File: config.mk
export PLATFORM = sky130hd
export DESIGN_NAME = uart_tx_arbiter
export DESIGN_NICKNAME = d
export VERILOG_FILES = /design/src/rtl/uart_pkg.sv /design/src/rtl/rr_pick.sv /design/src/rtl/uart_tx_arbiter.sv
export SDC_FILE = /design/constraint.sdc
export NUM_CORES = 1
export LEC_CHECK = 0
export BUFFER_PORTS_ARGS = -buffer_cell sky130_fd_sc_hd__clkbuf_2
export CORE_UTILIZATION = 39
export DETAILED_ROUTE_END_ITERATION = 12
export PLACE_DENSITY = 0.74
export SLEW_MARGIN = 20
export SYNTH_ARGS = -nofsm -noshare
export SYNTH_HDL_FRONTEND = slang
export SYNTH_SLANG_ARGS = --single-unit
File: constraint.sdc
create_clock -name Clock -period 1.55 [get_ports Clock]
set_input_delay 0.31 -clock Clock [delete_from_list [all_inputs] [get_ports Clock]]
set_output_delay 0.31 -clock Clock [all_outputs]
set_load 0.02 [all_outputs]
File: src/rtl/uart_pkg.sv
// Shared definitions for the UART transmit path: arbiter state encoding
// and the default watchdog limit.
package uart_pkg;

    typedef enum logic [1:0] {
        S_IDLE   = 2'd0,
        S_LAUNCH = 2'd1,
        S_WAIT   = 2'd2,
        S_DONE   = 2'd3
    } arb_state_t;

    localparam int unsigned TIMEOUT_DEFAULT = 200000;

endpackage

File: src/rtl/rr_pick.sv
// Combinational round-robin priority encoder: returns the first set request
// found searching upward from ptr, wrapping at N-1.
module rr_pick #(
    parameter  int N  = 4,
    localparam int PW = $clog2(N)
) (
    input  logic [N-1:0]  req,
    input  logic [PW-1:0] ptr,
    output logic          valid,
    output logic [PW-1:0] idx
);

    logic [PW:0] cand;

    always_comb begin
        // NOTE: every output and temporary gets a default first, so no path
        // through the loop leaves a value held over (which would infer a latch).
        valid = 1'b0;
        idx   = '0;
        cand  = '0;
        // Walk from the farthest offset down so the nearest hit is written last.
        for (int off = N - 1; off >= 0; off--) begin
            cand = {1'b0, ptr} + (PW + 1)'(off);
            if (cand >= (PW + 1)'(N)) begin
                cand = cand - (PW + 1)'(N);
            end
            if (req[cand[PW-1:0]]) begin
                valid = 1'b1;
                idx   = cand[PW-1:0];
            end
        end
    end

endmodule

File: src/rtl/uart_tx_arbiter.sv
// Round-robin arbiter sharing one UART byte transmitter among N requesters.
// Define UART_ARB_TIMEOUT_EN to add a watchdog that aborts a stuck byte.
module uart_tx_arbiter
    import uart_pkg::*;
#(
    parameter int          N       = 4,
    parameter int unsigned TIMEOUT = TIMEOUT_DEFAULT
) (
    input  logic           Clock,
    input  logic           Reset,
    input  logic [N-1:0]   req,
    input  logic [8*N-1:0] req_data,
    output logic [N-1:0]   ack,
    output logic           busy,
    input  logic           uart_ready,
    input  logic           uart_finish,
    output logic           uart_send,
    output logic [7:0]     uart_data,
    output logic           timeout_err
);

    localparam int           PW      = $clog2(N);
    localparam logic [N-1:0] ONE_HOT = {{(N - 1){1'b0}}, 1'b1};

    if (N < 2 || N > 8 || TIMEOUT < 1) begin : g_bad_params
        $error("uart_tx_arbiter: N must be 2..8 and TIMEOUT at least 1");
    end

    arb_state_t    state, state_next;
    logic [PW-1:0] ptr;
    logic [PW-1:0] idx;
    logic          pick_valid;
    logic [PW-1:0] pick_idx;
    logic          wdog_hit;

    rr_pick #(.N(N)) u_pick (
        .req   (req),
        .ptr   (ptr),
        .valid (pick_valid),
        .idx   (pick_idx)
    );

    always_comb begin
        state_next = state;
        case (state)
            S_IDLE:   if (pick_valid && uart_ready) state_next = S_LAUNCH;
            S_LAUNCH: begin
                if (wdog_hit)         state_next = S_DONE;
                else if (!uart_ready) state_next = S_WAIT;
            end
            S_WAIT:   if (uart_finish || wdog_hit) state_next = S_DONE;
            S_DONE:   state_next = S_IDLE;
            default:  state_next = S_IDLE;
        endcase
    end

    always_ff @(posedge Clock or negedge Reset) begin
        // NOTE: non-blocking assignments so every register samples pre-edge values.
        if (!Reset) begin
            state     <= S_IDLE;
            idx       <= '0;
            ptr       <= '0;
            uart_data <= 8'h00;
        end else begin
            state <= state_next;
            if (state == S_IDLE && state_next == S_LAUNCH) begin
                idx       <= pick_idx;
                uart_data <= req_data[{pick_idx, 3'b000} +: 8];
            end
            // Granted source becomes lowest priority for the next round.
            if (state == S_DONE) begin
                ptr <= (idx == PW'(N - 1)) ? '0 : idx + 1'b1;
            end
        end
    end

    assign uart_send = (state == S_LAUNCH);
    assign busy      = (state != S_IDLE);
    assign ack       = (state == S_DONE) ? (ONE_HOT << idx) : '0;

`ifdef UART_ARB_TIMEOUT_EN
    logic [31:0] wdog;
    logic        aborted;
    logic        abort_now;

    assign wdog_hit  = (state == S_LAUNCH || state == S_WAIT) && (wdog == 32'(TIMEOUT - 1));
    // A finish arriving on the expiry cycle wins: the byte completed normally.
    assign abort_now = wdog_hit && !(state == S_WAIT && uart_finish);

    always_ff @(posedge Clock or negedge Reset) begin
        if (!Reset) begin
            wdog    <= '0;
            aborted <= 1'b0;
        end else if (state == S_IDLE) begin
            wdog    <= '0;
            aborted <= 1'b0;
        end else if (state == S_LAUNCH || state == S_WAIT) begin
            wdog <= wdog + 32'd1;
            if (abort_now) aborted <= 1'b1;
        end
    end

    assign timeout_err = (state == S_DONE) && aborted;
`else
    assign wdog_hit    = 1'b0;
    assign timeout_err = 1'b0;
`endif

endmodule

==> impl_metrics.yaml <==
cts:
  cts-root-buf: "clkbuf_4"
  cts_tree: "yes"
  htreeDepth: 1
  clkSlewWorstSetupHoldPaths_ns: 0.09
  numCtsBuffers: 3
  ctsLongestPathBuffers: 2
  clock_sinks: 14
  clock_latency_ns: 0.27
detailed_routing:
  first_pass_iters: 4
  post_drt_wl_per_cell_um: 15.14
  wirelength_um: 2906
  routed_via_density: 5.161
  drt_iter0_markers: 9
  drc: 0
  ant_nets: 0
  vias: 991
placement:
  placed_cell_area_sq_um: 1355
  portBuffers: 53
  dp_hpwl_um: 2076
  place_congestion: 0.7237
grt:
  grt_pass1_vias: 959
  antenna_found_initial: 0
  grt_pass1_wl_um: 4174
  grt_overflow: 0
  grt_max_degree: 18
  globalRouteTotalUtil_pct: 20.93
worst_setup_path:
  critical_path_class: "register to register"
  crit_path_start_kind: "register"
  worstPathMaxFanout: 17
  endpoint_kind: "register"
  cp.arrival_ns: 1.75
  r2r-start: "ptr[0]$_DFFE_PN0P_"
  r2r_slack_ns: -0.04
  startpoint: "ptr[0]$_DFFE_PN0P_"
  cp.required_ns: 1.71
worst_hold_path:
  hp-class: "input port to register"
  min_from: "uart_finish"
synth:
  synth_cells: 96
  ys_seq_area_share_pct: 35.00
  yosys.area.top_type_share_pct: 35.00
  synth.most_common_cell: "mux2i_1"
  async_flop_share_pct: 100.0
  synth_edf_count: 0
  synth.net_count: 140
  syn_area_sq_um: 1001
  synth_cell_types: 29
  synth_largest_area_cell: "dfrtp_1"
  avgSynthCellArea_sq_um: 10.43
  ys.flop_type: "dfrtp_1"
  synth_area_leaders: "dfrtp_1 35%, mux2i_1 16%, o221ai_2 12%"
  ys_warn_count: 0
  yosys-top-cells-count: "16 x mux2i_1, 14 x dfrtp_1, 13 x nand2_1"
  synth-seq-cells: 14
die:
  initial_utilization_pct: 43.17
  dieWidth_um: 52.66
  die_h_um: 52.66
  rows: 17
  ios: 55
  dieArea_sq_um: 2773
  core-area_sq_um: 2318
layout:
  fillCellCount: 184
  drive_gt1_share_pct: 62.20
  finish.utilization_pct: 69.56
  regArea_sq_um: 351.6
  design_area_sq_um: 1613
  multi_input_area_sq_um: 674.4
  final_nets: 209
  syn_to_final_growth_pct: 61.13
  n_antenna_cell: 0
power:
  p_sw_w: 0.001097
  p_seq_share_pct: 25.1
  vdd_drop_max_mv: 1.104
  comb_power_share_pct: 64.9
  intPower_w: 0.001564
  switching_share_pct: 41.23
  powerDensity_nw_per_um2: 1650
  p_leak_nw: 0.8386
  pwr-share-clk_pct: 10.0
timing:
  final.setup.worst_slack_ns: -0.04439
  hold-worst-slack_ns: 0.2657
  rsz0062_at_grt: "true"
  skew_ns: 0.0005879
  setup_viol: 9
  drv_slew: 0
  period_share_pct: 102.9
  hold_viol_final: 0
  final.min_clock_period_ns: 1.594
  fmax_mhz: 627.2
status:
  violations: "setup timing"
  outcome: "finished with violations"
flow_run:
  cap_violations: 0
## path summary, 6_finish.rpt
kind | end | cells past startpoint
max | uart_data[1]$_DFFE_PN0P_ | 6
min | state[0]$_DFF_PN0_ | 3
max reg2reg | uart_data[1]$_DFFE_PN0P_ | 6
min reg2reg | uart_data[5]$_DFFE_PN0P_ | 2
max in group asynchronous | idx[0]$_DFFE_PN0P_ | 2
min in group asynchronous | state[1]$_DFF_PN0_ | 2
## worst max-delay path, cell delays in order (launching register included)
cell      delay [ns]
dfrtp_1         0.41
nor2b_1         0.21
nor3_2          0.07
o22ai_2         0.16
buf_12          0.22
mux2i_1         0.28
o221ai_2        0.13
## per-layer routing
layer  global-route usage [%]  share of wire [%]  routed length, um  vias up
met4                    7.895                3.5                101        0
li1                         -                  -                  -      477
met1                    22.34                 38               1109      468
met3                    3.768                3.5                103       10
met5                        0                  0                  0        -
met2                    39.87                 55               1591       36
## placed cells by master, fill, tap and decap left out, drive strengths merged
cell type    Yosys  final
a21oi            1      1
a221oi           1      1
a2bb2o           1      1
and3             4      4
buf              5     20
clkbuf           1     53
conb             1      1
dfrtp           14     14
dlygate4sd3      0      1
ha               4      4
inv              7      7
mux2             1      1
mux2i           16     16
nand2           13     13
nand2b           4      4
nor2             1      1
nor2b            3      3
nor3             1      1
nor4             1      1
o21ai            3      3
o221ai           8      8
o22ai            2      2
o31ai            1      1
or2              2      2
or3              1      1
## state kept, by name, summed over array words and instances (netlist names)
name / flops
uart_data: 8
state: 2
ptr: 2
idx: 2
## power by group through the flow
| stage | clock network [W] | logic [W] | registers (W) |
|---|---|---|---|
| CTS | 0.000270 | 0.00157 | 0.000655 |
| detailed placement | 0 | 0.00137 | 0.000655 |
| floorplan | 0 | 0.000785 | 0.000779 |
| global placement | 0 | 0.00131 | 0.000651 |
| finish | 0.000267 | 0.00173 | 0.000667 |
| global route | 0.000294 | 0.00184 | 0.000693 |
## cells by family after synthesis
| logic type | Yosys count | share of synthesized area [%] |
|---|---|---|
| flip-flops | 14 | 35.00 |
| AND/OR/NAND/NOR | 30 | 16.38 |
| multiplexers | 17 | 17.12 |
| adder cells (fa/ha/maj) | 4 | 5.000 |
| buffers and inverters | 13 | 7.625 |
| AO/OA/AOI/OAI | 17 | 18.50 |
| other | 1 | 0.3746 |
## timing repair
item	4_1_cts	5_1_grt
resized for setup	21	17
hold endpoints to repair	14	0
hold buffers	1	0
pin swaps	3	1
setup buffers	5	3
setup endpoints to repair	6	13
## per-stage QoR
stage | instances | setup slack (ns) | power [W] | TNS, ns
2_1_floorplan | 96 | 0.03307 | 0.001564 | 0
3_3_place_gp | 179 | 0.01727 | 0.001958 | 0
3_5_place_dp | 179 | -0.07453 | 0.002026 | -0.2660
4_1_cts | 189 | -0.01390 | 0.002491 | -0.02753
5_1_grt | 192 | -0.1463 | 0.002827 | -0.9677
6_report | 192 | -0.04439 | 0.002661 | -0.1768
## area by class of cell
| cell class | count | share of cell area, % |
|---|---|---|
| repair buffers | 70 | 30.33 |
| inverters | 7 | 1.629 |
| well taps | 28 | 2.172 |
| multi-input cells | 69 | 41.82 |
| clock buffers | 4 | 2.250 |
| flip-flops and latches | 14 | 21.80 |
Power figures use the tool's default switching activity.
